<file path="config.mk">
export PLATFORM = sky130hd
export DESIGN_NAME = fetch_redirect_unit
export DESIGN_NICKNAME = d
export VERILOG_FILES = /design/src/rtl/rv32_fetch_pkg.sv /design/src/rtl/sync_fifo.sv /design/src/rtl/fetch_redirect_unit.sv
export SDC_FILE = /design/constraint.sdc
export NUM_CORES = 1
export LEC_CHECK = 0
export CAP_MARGIN = 30
export CORE_ASPECT_RATIO = 1.25
export CORE_MARGIN = 1.5
export CORE_UTILIZATION = 50
export DETAILED_ROUTE_END_ITERATION = 16
export PLACE_DENSITY_LB_ADDON = 0.2
export SLEW_MARGIN = 20
export SYNTH_ARGS = -nofsm -noshare
export SYNTH_HDL_FRONTEND = slang
export SYNTH_HIERARCHICAL = 1
export SYNTH_SLANG_ARGS = --single-unit
</file>
<file path="constraint.sdc">
create_clock -name clk -period 7 [get_ports clk]
set_input_delay 1.4 -clock clk [delete_from_list [all_inputs] [get_ports clk]]
set_output_delay 1.4 -clock clk [all_outputs]
set_load 0.01 [all_outputs]
</file>
<file path="src/rtl/rv32_fetch_pkg.sv">
// Shared types and constants for the fetch front end.
// Types only; no logic, latency or flow control here.
package rv32_fetch_pkg;

    localparam int XLEN = 32;
    localparam int ILEN = 32;

    localparam logic [XLEN-1:0] RESET_PC_DEFAULT = 32'h0000_0000;

    typedef struct packed {
        logic [XLEN-1:0] pc;
        logic [ILEN-1:0] instr;
    } fetch_entry_t;

    typedef struct packed {
        logic [XLEN-1:0] pc;
        logic            epoch;
    } inflight_t;

    function automatic logic [XLEN-1:0] word_align(input logic [XLEN-1:0] addr);
        return addr & ~XLEN'(3);
    endfunction

endpackage

</file>
<file path="src/rtl/sync_fifo.sv">
// Synchronous FIFO with occupancy count and a flush that clears everything.
// Head visible the cycle after push; push ignored when full, pop ignored when empty.
module sync_fifo #(
    parameter int WIDTH = 32,
    parameter int DEPTH = 2
) (
    input  logic                     i_clk,
    input  logic                     i_rst,
    input  logic                     i_flush,
    input  logic                     i_push,
    input  logic [WIDTH-1:0]         i_push_dat,
    input  logic                     i_pop,
    output logic [WIDTH-1:0]         o_head_dat,
    output logic [$clog2(DEPTH):0]   o_count
);

    localparam int AW = $clog2(DEPTH);
    localparam logic [AW:0] FULL_CNT = (AW+1)'(DEPTH);

    logic [WIDTH-1:0] r_mem [DEPTH];
    logic [AW-1:0]    r_wr_ptr;
    logic [AW-1:0]    r_rd_ptr;
    logic [AW:0]      r_count;
    logic             w_push_ok;
    logic             w_pop_ok;

    assign w_push_ok  = i_push && !i_flush && (r_count != FULL_CNT);
    assign w_pop_ok   = i_pop && (r_count != '0);
    assign o_head_dat = r_mem[r_rd_ptr];
    assign o_count    = r_count;

    always_ff @(posedge i_clk) begin
        if (i_rst || i_flush) begin
            r_wr_ptr <= '0;
            r_rd_ptr <= '0;
            r_count  <= '0;
        end else begin
            if (w_push_ok) begin
                r_wr_ptr <= r_wr_ptr + AW'(1);
            end
            if (w_pop_ok) begin
                r_rd_ptr <= r_rd_ptr + AW'(1);
            end
            case ({w_push_ok, w_pop_ok})
                2'b10:   r_count <= r_count + (AW+1)'(1);
                2'b01:   r_count <= r_count - (AW+1)'(1);
                default: r_count <= r_count;
            endcase
        end
    end

    // Storage needs no reset: the pointers decide what is valid.
    always_ff @(posedge i_clk) begin
        if (w_push_ok) begin
            r_mem[r_wr_ptr] <= i_push_dat;
        end
    end

endmodule

</file>
<file path="src/rtl/fetch_redirect_unit.sv">
// PC generator and in-order word fetcher feeding decode through a flushable queue.
// Response reaches decode one cycle later; requests stall when in-flight plus queued would exceed FQ_DEPTH.
module fetch_redirect_unit
    import rv32_fetch_pkg::*;
#(
    parameter logic [XLEN-1:0] RESET_PC = RESET_PC_DEFAULT,
    parameter int              FQ_DEPTH = 2
) (
    input  logic            clk,
    input  logic            rst,
    input  logic            redirect_valid,
    input  logic [XLEN-1:0] redirect_pc,
    output logic            imem_req_valid,
    input  logic            imem_req_ready,
    output logic [XLEN-1:0] imem_req_addr,
    input  logic            imem_rsp_valid,
    input  logic [ILEN-1:0] imem_rsp_data,
    output logic            dec_valid,
    input  logic            dec_ready,
    output logic [ILEN-1:0] dec_instr,
    output logic [XLEN-1:0] dec_pc
);

    localparam int          CW      = $clog2(FQ_DEPTH) + 1;
    localparam logic [CW:0] CREDITS = (CW+1)'(FQ_DEPTH);

    logic [XLEN-1:0]             r_pc;
    logic                        r_epoch;

    logic [CW-1:0]               w_trk_count;
    logic [CW-1:0]               w_fq_count;
    logic [$bits(inflight_t)-1:0]    w_trk_head_dat;
    logic [$bits(fetch_entry_t)-1:0] w_fq_head_dat;
    inflight_t                   w_trk_head;
    inflight_t                   w_trk_push;
    fetch_entry_t                w_fq_head;
    fetch_entry_t                w_fq_push;

    logic                        w_req_fire;
    logic                        w_rsp_pop;
    logic                        w_rsp_keep;
    logic                        w_dec_pop;
    logic [CW:0]                 w_used;
    logic                        w_credit;

    assign w_trk_head = inflight_t'(w_trk_head_dat);
    assign w_fq_head  = fetch_entry_t'(w_fq_head_dat);

    // The head slot freed by this cycle's decode pop is already available,
    // which is what sustains one fetch per cycle at unit memory latency.
    assign w_dec_pop  = dec_valid && dec_ready;
    assign w_used     = {1'b0, w_trk_count} + {1'b0, w_fq_count} - {{CW{1'b0}}, w_dec_pop};
    assign w_credit   = w_used < CREDITS;

    assign imem_req_valid = !rst && !redirect_valid && w_credit;
    assign imem_req_addr  = r_pc;
    assign w_req_fire     = imem_req_valid && imem_req_ready;

    assign w_rsp_pop  = imem_rsp_valid && (w_trk_count != '0);
    assign w_rsp_keep = w_rsp_pop && !redirect_valid && (w_trk_head.epoch == r_epoch);

    assign w_trk_push = '{pc: r_pc, epoch: r_epoch};
    assign w_fq_push  = '{pc: w_trk_head.pc, instr: imem_rsp_data};

    assign dec_valid = (w_fq_count != '0);
    assign dec_instr = dec_valid ? w_fq_head.instr : '0;
    assign dec_pc    = dec_valid ? w_fq_head.pc    : '0;

    always_ff @(posedge clk) begin
        if (rst) begin
            r_pc    <= RESET_PC;
            r_epoch <= 1'b0;
        end else if (redirect_valid) begin
            r_pc    <= word_align(redirect_pc);
            r_epoch <= ~r_epoch;
        end else if (w_req_fire) begin
            r_pc    <= r_pc + 32'd4;
        end
    end

    sync_fifo #(
        .WIDTH ($bits(inflight_t)),
        .DEPTH (FQ_DEPTH)
    ) u_inflight (
        .i_clk      (clk),
        .i_rst      (rst),
        .i_flush    (1'b0),
        .i_push     (w_req_fire),
        .i_push_dat (w_trk_push),
        .i_pop      (w_rsp_pop),
        .o_head_dat (w_trk_head_dat),
        .o_count    (w_trk_count)
    );

    sync_fifo #(
        .WIDTH ($bits(fetch_entry_t)),
        .DEPTH (FQ_DEPTH)
    ) u_fetch_q (
        .i_clk      (clk),
        .i_rst      (rst),
        .i_flush    (redirect_valid),
        .i_push     (w_rsp_keep),
        .i_push_dat (w_fq_push),
        .i_pop      (w_dec_pop),
        .o_head_dat (w_fq_head_dat),
        .o_count    (w_fq_count)
    );

    a_rsp_has_tag: assert property (@(posedge clk) disable iff (rst)
        imem_rsp_valid |-> (w_trk_count != '0));

endmodule

</file>
==> results of run 1 <==
[area by class of cell]
class	instances	area (µm²)	share of cell area
flip-flops and latches	235	6650	0.534
multi-input cells	399	3030	0.243
repair buffers	173	1740	0.140
clock buffers	35	631	0.0507
well taps	265	332	0.0266
inverters	10	37.5	0.00302
clock inverters	6	26.3	0.00211
[worst max-delay path by stage]
stage | slack (ns) | cells past startpoint | startpoint | endpoint
detailed placement | 1.78 | 11 | dec_ready | u_inflight/r_mem[1][6]
global placement | 1.87 | 8 | dec_ready | imem_req_valid
floorplan | 1.78 | 5 | redirect_valid | u_fetch_q/r_mem[0][0]
global route | 1.71 | 8 | dec_ready | imem_req_valid
CTS | 1.82 | 8 | dec_ready | imem_req_valid
finish | 1.84 | 8 | dec_ready | imem_req_valid
[synthesized netlist by cell type, drive strengths merged]
cell type	number	area, µm²
edfxtp	194	5830
mux2	97	1090
and2	81	507
dfxtp	41	821
nor2	28	113
a21oi	22	110
nand3	22	110
buf	19	119
a31oi	18	113
clkbuf	17	63.8
xor2	16	140
nand2	14	55.1
o22ai	13	81.3
inv	10	37.5
o21ai	10	50.1
nand4	8	77.6
and3	6	38.8
or3	6	37.5
xnor2	6	52.6
a32oi	5	43.8
ha	5	62.6
nor3	5	52.6
nand2b	4	25.0
nor4	4	25.0
o21a	3	22.5
a21o	2	15.0
and4	2	17.5
nand3b	2	15.0
nand4b	2	17.5
o311ai	2	17.5
or2	2	12.5
a221oi	1	8.76
a22oi	1	7.51
a311oi	1	8.76
conb	1	3.75
fa	1	20.0
o211ai	1	7.51
or3b	1	8.76
[metal layers]
metal	track usage	up-vias	part of all wire
met2	0.340	219	0.51
met3	0.0335	32	0.065
met4	0.0598	0	0.021
met1	0.245	2902	0.41
met5	0	-	0
li1	-	2838	-
[kinds of logic after synthesis]
kind of cell | Yosys count
compound gates | 79
flops | 235
other cells | 1
fa+ha+maj | 6
xor+xnor | 22
mux | 97
simple gates | 187
buf+inv | 46
[critical path: cells and delay by family]
| kind | cells | cell delay, ns |
|---|---|---|
| XOR/XNOR | 1 | 0.27 |
| adder cells (fa/ha/maj) | 2 | 0.62 |
| buffers and inverters | 2 | 0.97 |
| AND/OR/NAND/NOR | 3 | 0.51 |
[per-stage QoR]
step	hold WS, ns	total power [mW]	util
floorplan	0.481	1.62	-
global placement	0.498	1.70	0.607
detailed placement	0.518	1.71	0.608
CTS	0.526	2.79	0.642
global route	0.534	2.86	0.644
finish	0.526	2.77	0.644
[power by group through the flow]
stage          logic (mW)  registers (mW)  clock network [mW]
2_1_floorplan      0.0443            1.58                   0
3_3_place_gp        0.121            1.58                   0
3_5_place_dp        0.125            1.58                   0
4_1_cts             0.126            1.55                1.11
5_1_grt             0.137            1.56                1.17
6_report            0.127            1.55                1.09
[flip-flops by register name (all words and copies together), names as in the netlist, named ones only]
register / cells
imem_req_addr: 30
r_epoch: 1
u_fetch_q/o_count: 2
u_fetch_q/r_mem: 128
u_fetch_q/r_rd_ptr: 1
u_fetch_q/r_wr_ptr: 1
u_inflight/o_count: 2
u_inflight/r_mem: 66
u_inflight/r_rd_ptr: 1
u_inflight/r_wr_ptr: 1
[placed cells by master, fill, tap and decap left out, types with 3 or more instances in the layout]
master,count
o21ai_0,10
a21oi_1,22
buf_4,7
buf_12,3
nand2b_1,4
o22ai_1,13
xor2_1,16
conb_1,8
nand3_1,22
clkbuf_16,23
clkinv_2,3
or3_1,6
o21a_1,3
clkdlybuf4s50_1,163
clkinv_1,3
ha_1,5
clkbuf_1,11
and3_1,5
xnor2_1,6
nor4_1,4
a32oi_1,5
and2_1,81
inv_1,9
nand2_1,12
nor2_1,23
a31oi_1,18
mux2_2,97
dfxtp_1,40
nand4_1,5
nor2_4,5
edfxtp_1,194
==> flow_metrics.tcl, run 1 <==
set metrics [dict create \
    rows 57 \
    status "finished clean" \
    hold_viol 0 \
    post-route-period-util 0.738 \
    synthXorXnorAreaFrac 0.0196 \
    comb_power_share 0.046 \
    die_height_um 160 \
    synthMuxAreaShare 0.111 \
    maxCapViolCount 0 \
    hold_class "flip-flop to flip-flop" \
    synthAdderAreaFrac 0.00840 \
    antenna_found_initial 0 \
    worstSkewPairLatency_ns 0.51 \
    dieArea_um2 20500 \
    powerDensity_nw_per_um2 223 \
    vias 5991 \
    end_kind "output pin" \
    clkPwrFrac 0.393 \
    grt_max_degree 65 \
    worst_pin_slew_ns 0.905 \
    ant_nets 0 \
    nets 918 \
    seqPwrFrac 0.561 \
    timing.setup.tns_ns 0 \
    numCtsBuffers 23 \
    n_fill_cell 1438 \
    worstSetupPathType "input pin to output pin" \
    clkTransAtPathRegs_ns 0.05 \
    swShare 0.199 \
    overflow 0 \
    cts_tree "yes" \
    drtIter0Drc 407 \
    finClkSkew_ns 0.0211 \
    layout-area-overhead-vs-synth_pct 26.5 \
    syn_area_per_cell_um2 14.6 \
    clock_path_buffers 3 \
    ys_ff_latch 235 \
    worstPathRequired_ns 5.60 \
    rr_worst_depth 14 \
    timing.rr.start "u_fetch_q/o_count[0]" \
    io_pins 168 \
    drive_gt1_frac 0.178 \
    r2r_end "u_inflight/o_count[1]" \
    cts_hold_buffers 0 \
    post-route-drc-count 0 \
    yosys.area_share.simple 0.113 \
    diodes 0 \
    cp_cell_sequence "clkdlybuf4s50_1 > and2_1 > ha_1 > nand2b_1 > fa_1 > xor2_1 > and3_1 > clkdlybuf4s50_1" \
    cp_slowest_stage_delay_ns 0.53 \
    cts_setup_buffers 0 \
    worst_slack_ns 1.84 \
    dr.pass1.iters 5 \
    grtUsageTotal 0.194 \
    crit_top_cell "clkdlybuf4s50_1" \
    holdCritStartpoint "r_epoch" \
    min_path_cells 0 \
    grt_pass1_wl_mm 31.3 \
    rsz0062_at_grt "no" \
    arrival_ns 3.76 \
    place_inst 1080 \
    hpwl_mm 12.6 \
    max-slew-margin-rel 0.397 \
    setup_violations 0 \
    cp-start-kind "input pin" \
    yosysSeqAreaShare 0.676 \
    dieWidth_um 128 \
    yosysWarnings 6 \
    synth_area_um2 9840 \
    post_cts_resized 0 \
    power_switching_mw 0.553 \
    fin_area_um2 12400 \
    power.internal_mw 2.22 \
    period_minus_slack_ns 5.16 \
    htreeDepth 1 \
    rrSetupSlack_ns 2.91 \
    max_freq_ghz 0.194 \
    start_util 0.509 \
    via_per_inst 5.33 \
    numPortBuffers 163 \
    synthCells 673 \
    routabilityCongestion 0.860 \
    finalWirelength_mm 19.9 \
    wl_per_cell_um 17.7 \
    power_leakage_nw 4.12 \
    report.final.slew_viol_count 0 \
    fin_cells 1123 \
    cts_sinks 235 \
    synth_cell_types 48 \
    cp_slowest_cell "clkdlybuf4s50_1" \
    root_buffer "clkbuf_16" \
    ir_worst_vdd_mv 0.161 \
    grt_pass1_vias 6073 \
    hold_end "u_inflight/r_mem[0][0]" \
    synth_compound_area_frac 0.0494 \
    dp_worst_setup_slack_ns 1.78 \
    core-area_um2 19300 \
    place_area_um2 11700 \
    synth_top_family_by_area "simple AND/OR/NAND/NOR gates" \
    critPathMaxFanout 2 \
]
Note: power is estimated with default switching activity, not from simulation.
==> inputs of run 2 (changes only) <==
==> constraint.sdc (replaced) <==
create_clock -name clk -period 5.15 [get_ports clk]
set_input_delay 1.03 -clock clk [delete_from_list [all_inputs] [get_ports clk]]
set_output_delay 1.03 -clock clk [all_outputs]
set_load 0.01 [all_outputs]
==> flow_metrics.tcl, run 2 (same netlist as run 1, synthesis figures left out) <==
set metrics [dict create \
    dr.pass1.iters 4 \
    cts_sinks 235 \
    layout-area-overhead-vs-synth_pct 27.1 \
    cp_slowest_stage_delay_ns 0.53 \
    critPathMaxFanout 2 \
    ant_nets 0 \
    worstSkewPairLatency_ns 0.50 \
    overflow 0 \
    htreeDepth 1 \
    vias 6038 \
    regMostFlops "u_fetch_q/r_mem" \
    worstPathRequired_ns 4.12 \
    setup_violations 0 \
    rows 57 \
    worst_pin_slew_ns 0.915 \
    nets 921 \
    io_pins 168 \
    clkTransAtPathRegs_ns 0.06 \
    finClkSkew_ns 0.00890 \
    rsz0062_at_grt "no" \
    max_freq_ghz 0.226 \
    end_kind "output pin" \
    hold_class "flip-flop to flip-flop" \
    maxCapViolCount 0 \
    finalWirelength_mm 20.6 \
    layout_commonest_cell "edfxtp_1" \
    die_height_um 160 \
    post_cts_resized 0 \
    post-route-period-util 0.859 \
    clock_path_buffers 3 \
    grt_max_degree 66 \
    place_area_um2 11800 \
    wl_per_cell_um 18.3 \
    timing.setup.tns_ns 0 \
    power_leakage_nw 4.16 \
    ir_worst_vdd_mv 0.206 \
    dieArea_um2 20500 \
    start_util 0.509 \
    cts_tree "yes" \
    grt_pass1_wl_mm 32.7 \
    numPortBuffers 163 \
    antenna_found_initial 0 \
    cts_setup_buffers 0 \
    post-route-drc-count 0 \
    hpwl_mm 13.1 \
    largest_reg_flops 128 \
    status "finished clean" \
    diodes 0 \
    powerDensity_nw_per_um2 309 \
    hold_ws_ns 0.529 \
    cp_slowest_cell "clkdlybuf4s50_1" \
    report.final.slew_viol_count 0 \
    grt_pass1_vias 6384 \
    root_buffer "clkbuf_16" \
    cts_hold_buffers 0 \
    via_per_inst 5.36 \
    max-slew-margin-rel 0.386 \
    cp-start-kind "input pin" \
    crit_top_cell "clkdlybuf4s50_1" \
    drtIter0Drc 455 \
    dieWidth_um 128 \
    numCtsBuffers 23 \
    cp_cell_sequence "clkdlybuf4s50_1 > and2_1 > ha_1 > nand2b_1 > fa_1 > xor2_1 > and3_1 > clkdlybuf4s50_1" \
    worst-path-buf-inv 2 \
    dp_worst_setup_slack_ns 0.722 \
    worst_slack_ns 0.728 \
    routabilityCongestion 0.818 \
    core-area_um2 19300 \
    final_cell_mix "194 x edfxtp_1, 163 x clkdlybuf4s50_1, 97 x mux2_2" \
    fin_area_um2 12500 \
    arrival_ns 3.39 \
    critical_path.top_delay_family "buffers and inverters" \
    hold_viol 0 \
    grtUsageTotal 0.202 \
    drive_gt1_frac 0.189 \
    fin_util 0.647 \
    period_minus_slack_ns 4.42 \
    worstSetupPathType "input pin to output pin" \
]
## run 2: area by class of cell
| cell class | count | area [µm²] |
|---|---|---|
| flip-flops and latches | 235 | 6650 |
| well taps | 265 | 332 |
| inverters | 10 | 37.5 |
| clock inverters | 13 | 93.8 |
| multi-input cells | 399 | 3030 |
| fillers | 1460 | 6830 |
| repair buffers | 176 | 1740 |
| clock buffers | 29 | 618 |
## run 2: metrics by stage
step                      total power, mW  cells
final                                3.86   1127
after floorplan                      2.21    680
after CTS                            3.89   1127
after global routing                 3.98   1127
after global placement               2.31   1085
after detailed placement             2.32   1085
## run 2: worst reg2reg max path, delay by kind of cell, from the launching register on
family / cells / cell delay [ns]
DFF: 1 / 0.45
xor gates and xnor gates: 1 / 0.26
AOI/OAI and AO/OA: 1 / 0.13
adders and majority gates: 3 / 1.03
buffers and inverters: 2 / 0.31
and+or+nand+nor: 6 / 1.13
## run 2: report_power, final
group / internal, mW / switching, mW
Combinational: 0.0997 / 0.0721
Clock: 0.901 / 0.672
Sequential: 2.07 / 0.0375
Total: 3.07 / 0.782
## run 2: worst paths after layout
check / start / end / slack [ns] / cells past startpoint
hold reg to reg: r_epoch / u_inflight/r_mem[1][0] / 0.53 / 0
hold / removal: r_epoch / u_inflight/r_mem[1][0] / 0.53 / 0
setup / recovery: dec_ready / imem_req_valid / 0.73 / 8
setup reg to reg: u_fetch_q/o_count[0] / u_inflight/o_count[1] / 1.79 / 13
## run 2: layer usage
layer  routed length, µm  global-route usage  part of all wire  vias up
met5                   0                   0                 0        -
met4                 457              0.0674             0.022        0
met3                1350              0.0379             0.065       37
met2               10600               0.363              0.52      208
met1                8190               0.243              0.40     2935
li1                    -                   -                 -     2858
==> inputs of run 3 (changes only) <==
--- a/config.mk
+++ b/config.mk
@@ -11,6 +11,7 @@
 export CORE_UTILIZATION = 50
 export DETAILED_ROUTE_END_ITERATION = 16
 export PLACE_DENSITY_LB_ADDON = 0.2
+export SETUP_SLACK_MARGIN = 0.1
 export SLEW_MARGIN = 20
 export SYNTH_ARGS = -nofsm -noshare
 export SYNTH_HDL_FRONTEND = slang
==> constraint.sdc (replaced) <==
create_clock -name clk -period 5.7 [get_ports clk]
set_input_delay 1.14 -clock clk [delete_from_list [all_inputs] [get_ports clk]]
set_output_delay 1.14 -clock clk [all_outputs]
set_load 0.01 [all_outputs]
==> flow_metrics.tcl, run 3 (same netlist as run 1, synthesis figures left out) <==
set metrics [dict create \
    seqPwrFrac 0.539 \
    layout_commonest_cell "edfxtp_1" \
    power.internal_mw 2.84 \
    antenna_found_initial 0 \
    layout-area-overhead-vs-synth_pct 27.0 \
    maxCapViolCount 0 \
    worstPathRequired_ns 4.56 \
    cp_cell_sequence "clkdlybuf4s50_1 > and2_1 > ha_1 > nand2b_1 > fa_1 > xor2_1 > and3_1 > clkdlybuf4s50_1" \
    drtIter0Drc 426 \
    highest_layer "met4" \
    grt_max_degree 66 \
    powerDensity_nw_per_um2 283 \
    max_freq_ghz 0.215 \
    cp_slowest_stage_delay_ns 0.53 \
    htreeDepth 1 \
    critical_path.top_delay_family "buffers and inverters" \
    multi_input_area_um2 3030 \
    power_leakage_nw 4.17 \
    numPortBuffers 163 \
    arrival_ns 3.50 \
    drt-met1-wl_mm 8.10 \
    via_per_inst 5.33 \
    rsz0062_at_grt "no" \
    report.final.slew_viol_count 0 \
    crit_start "dec_ready" \
    hpwl_mm 12.7 \
    finalWirelength_mm 20.0 \
    start_util 0.509 \
    worst_pin_slew_ns 0.913 \
    dieArea_um2 20500 \
    power_switching_mw 0.698 \
    root_buffer "clkbuf_16" \
    wl_met2_mm 10.2 \
    post_cts_resized 0 \
    comb_power_share 0.044 \
    path_depth 8 \
    register_area_um2 6650 \
    crit_top_cell "clkdlybuf4s50_1" \
    numCtsBuffers 23 \
    worst-path-buf-inv 2 \
    cts_tree "yes" \
    overflow 0 \
    cp-start-kind "input pin" \
    vias 5982 \
    grtUsageTotal 0.196 \
    cts_setup_buffers 0 \
    ir_worst_vdd_mv 0.187 \
    period_minus_slack_ns 4.64 \
    final_cell_mix "194 x edfxtp_1, 163 x clkdlybuf4s50_1, 97 x mux2_2" \
    cts_hold_buffers 0 \
    r2r_end "u_inflight/o_count[1]" \
    hold_viol 0 \
    fin_cells 1123 \
    post-route-period-util 0.815 \
    swShare 0.197 \
    dr.pass1.iters 5 \
    grt_pass1_wl_mm 31.9 \
    largest_reg_flops 128 \
    dr_wl_met3_mm 1.28 \
    finClkSkew_ns 0.0104 \
    worstSetupPathType "input pin to output pin" \
    rrSetupSlack_ns 2.37 \
    clkPwrFrac 0.417 \
    wl_per_cell_um 17.8 \
    routabilityCongestion 0.835 \
    rr_worst_depth 13 \
    setup_violations 0 \
    diodes 0 \
    grt_pass1_vias 6400 \
    regMostFlops "u_fetch_q/r_mem" \
    drive_gt1_frac 0.188 \
    status "finished clean" \
    critPathMaxFanout 2 \
    end_kind "output pin" \
    core-area_um2 19300 \
    hold_class "flip-flop to flip-flop" \
    post-route-drc-count 0 \
    dieWidth_um 128 \
    rows 57 \
    ant_nets 0 \
    cp_slowest_cell "clkdlybuf4s50_1" \
    max-slew-margin-rel 0.392 \
    place_inst 1082 \
    clock_path_buffers 3 \
    nets 918 \
    die_height_um 160 \
    endpoint "imem_req_valid" \
    timing.setup.tns_ns 0 \
    cts_sinks 235 \
    n_fill_cell 1445 \
    clkTransAtPathRegs_ns 0.06 \
    io_pins 168 \
    timing.rr.start "u_fetch_q/o_count[0]" \
    worstSkewPairLatency_ns 0.50 \
]
## run 3: cell count changes in the layout (fill, tap and decap cells not counted)
| cell | change |
|---|---|
| bufinv_16 | +2 |
| clkinv_2 | +3 |
| buf_4 | -2 |
| clkbuf_8 | -2 |
| clkinvlp_4 | -2 |
| clkbuf_1 | -1 |
| clkinv_1 | -1 |
| buf_12 | -1 |
## run 3: through the flow
| step | total power [mW] | setup slack [ns] | hold slack, ns | instance area [µm²] | util |
|---|---|---|---|---|---|
| final | 3.54 | 1.06 | 0.525 | 12500 | 0.646 |
| after global routing | 3.66 | 0.918 | 0.539 | 12500 | 0.646 |
| after detailed placement | 2.10 | 1.06 | 0.514 | 11800 | 0.608 |
| after global placement | 2.09 | 1.09 | 0.499 | 11800 | 0.608 |
| after CTS | 3.57 | 1.04 | 0.528 | 12500 | 0.646 |
| after floorplan | 1.99 | 0.744 | 0.481 | 9860 | - |
## run 3: worst min-delay path by stage
stage	from	endpoint	slack, ns	cells after the start
floorplan	u_fetch_q/r_rd_ptr	flip-flop	0.48	2
global placement	u_fetch_q/r_rd_ptr	u_fetch_q/r_rd_ptr	0.50	2
detailed placement	r_epoch	u_inflight/r_mem[1][0]	0.51	0
CTS	r_epoch	u_inflight/r_mem[0][0]	0.53	0
global route	r_epoch	u_inflight/r_mem[0][0]	0.54	0
finish	r_epoch	u_inflight/r_mem[0][0]	0.52	0
## run 3: cell type report
cell class | instances | area share
Multi-Input combinational cell | 399 | 0.242
Clock inverter | 15 | 0.0120
Timing Repair Buffer | 173 | 0.137
Tap cell | 265 | 0.0266
Inverter | 10 | 0.00301
Sequential cell | 235 | 0.532
Clock buffer | 26 | 0.0470
## run 3: per-layer routing
layer | vias to the layer above | global-route usage
met1 | 2889 | 0.235
met4 | 0 | 0.0674
met2 | 208 | 0.353
li1 | 2842 | -
met3 | 43 | 0.0352
met5 | - | 0
## run 3: power by group through the flow
stage | sequential (mW) | combinational [mW] | clock, mW
global placement | 1.94 | 0.148 | 0
floorplan | 1.94 | 0.0544 | 0
finish | 1.91 | 0.154 | 1.47
global route | 1.91 | 0.165 | 1.58
CTS | 1.91 | 0.154 | 1.51
detailed placement | 1.94 | 0.152 | 0
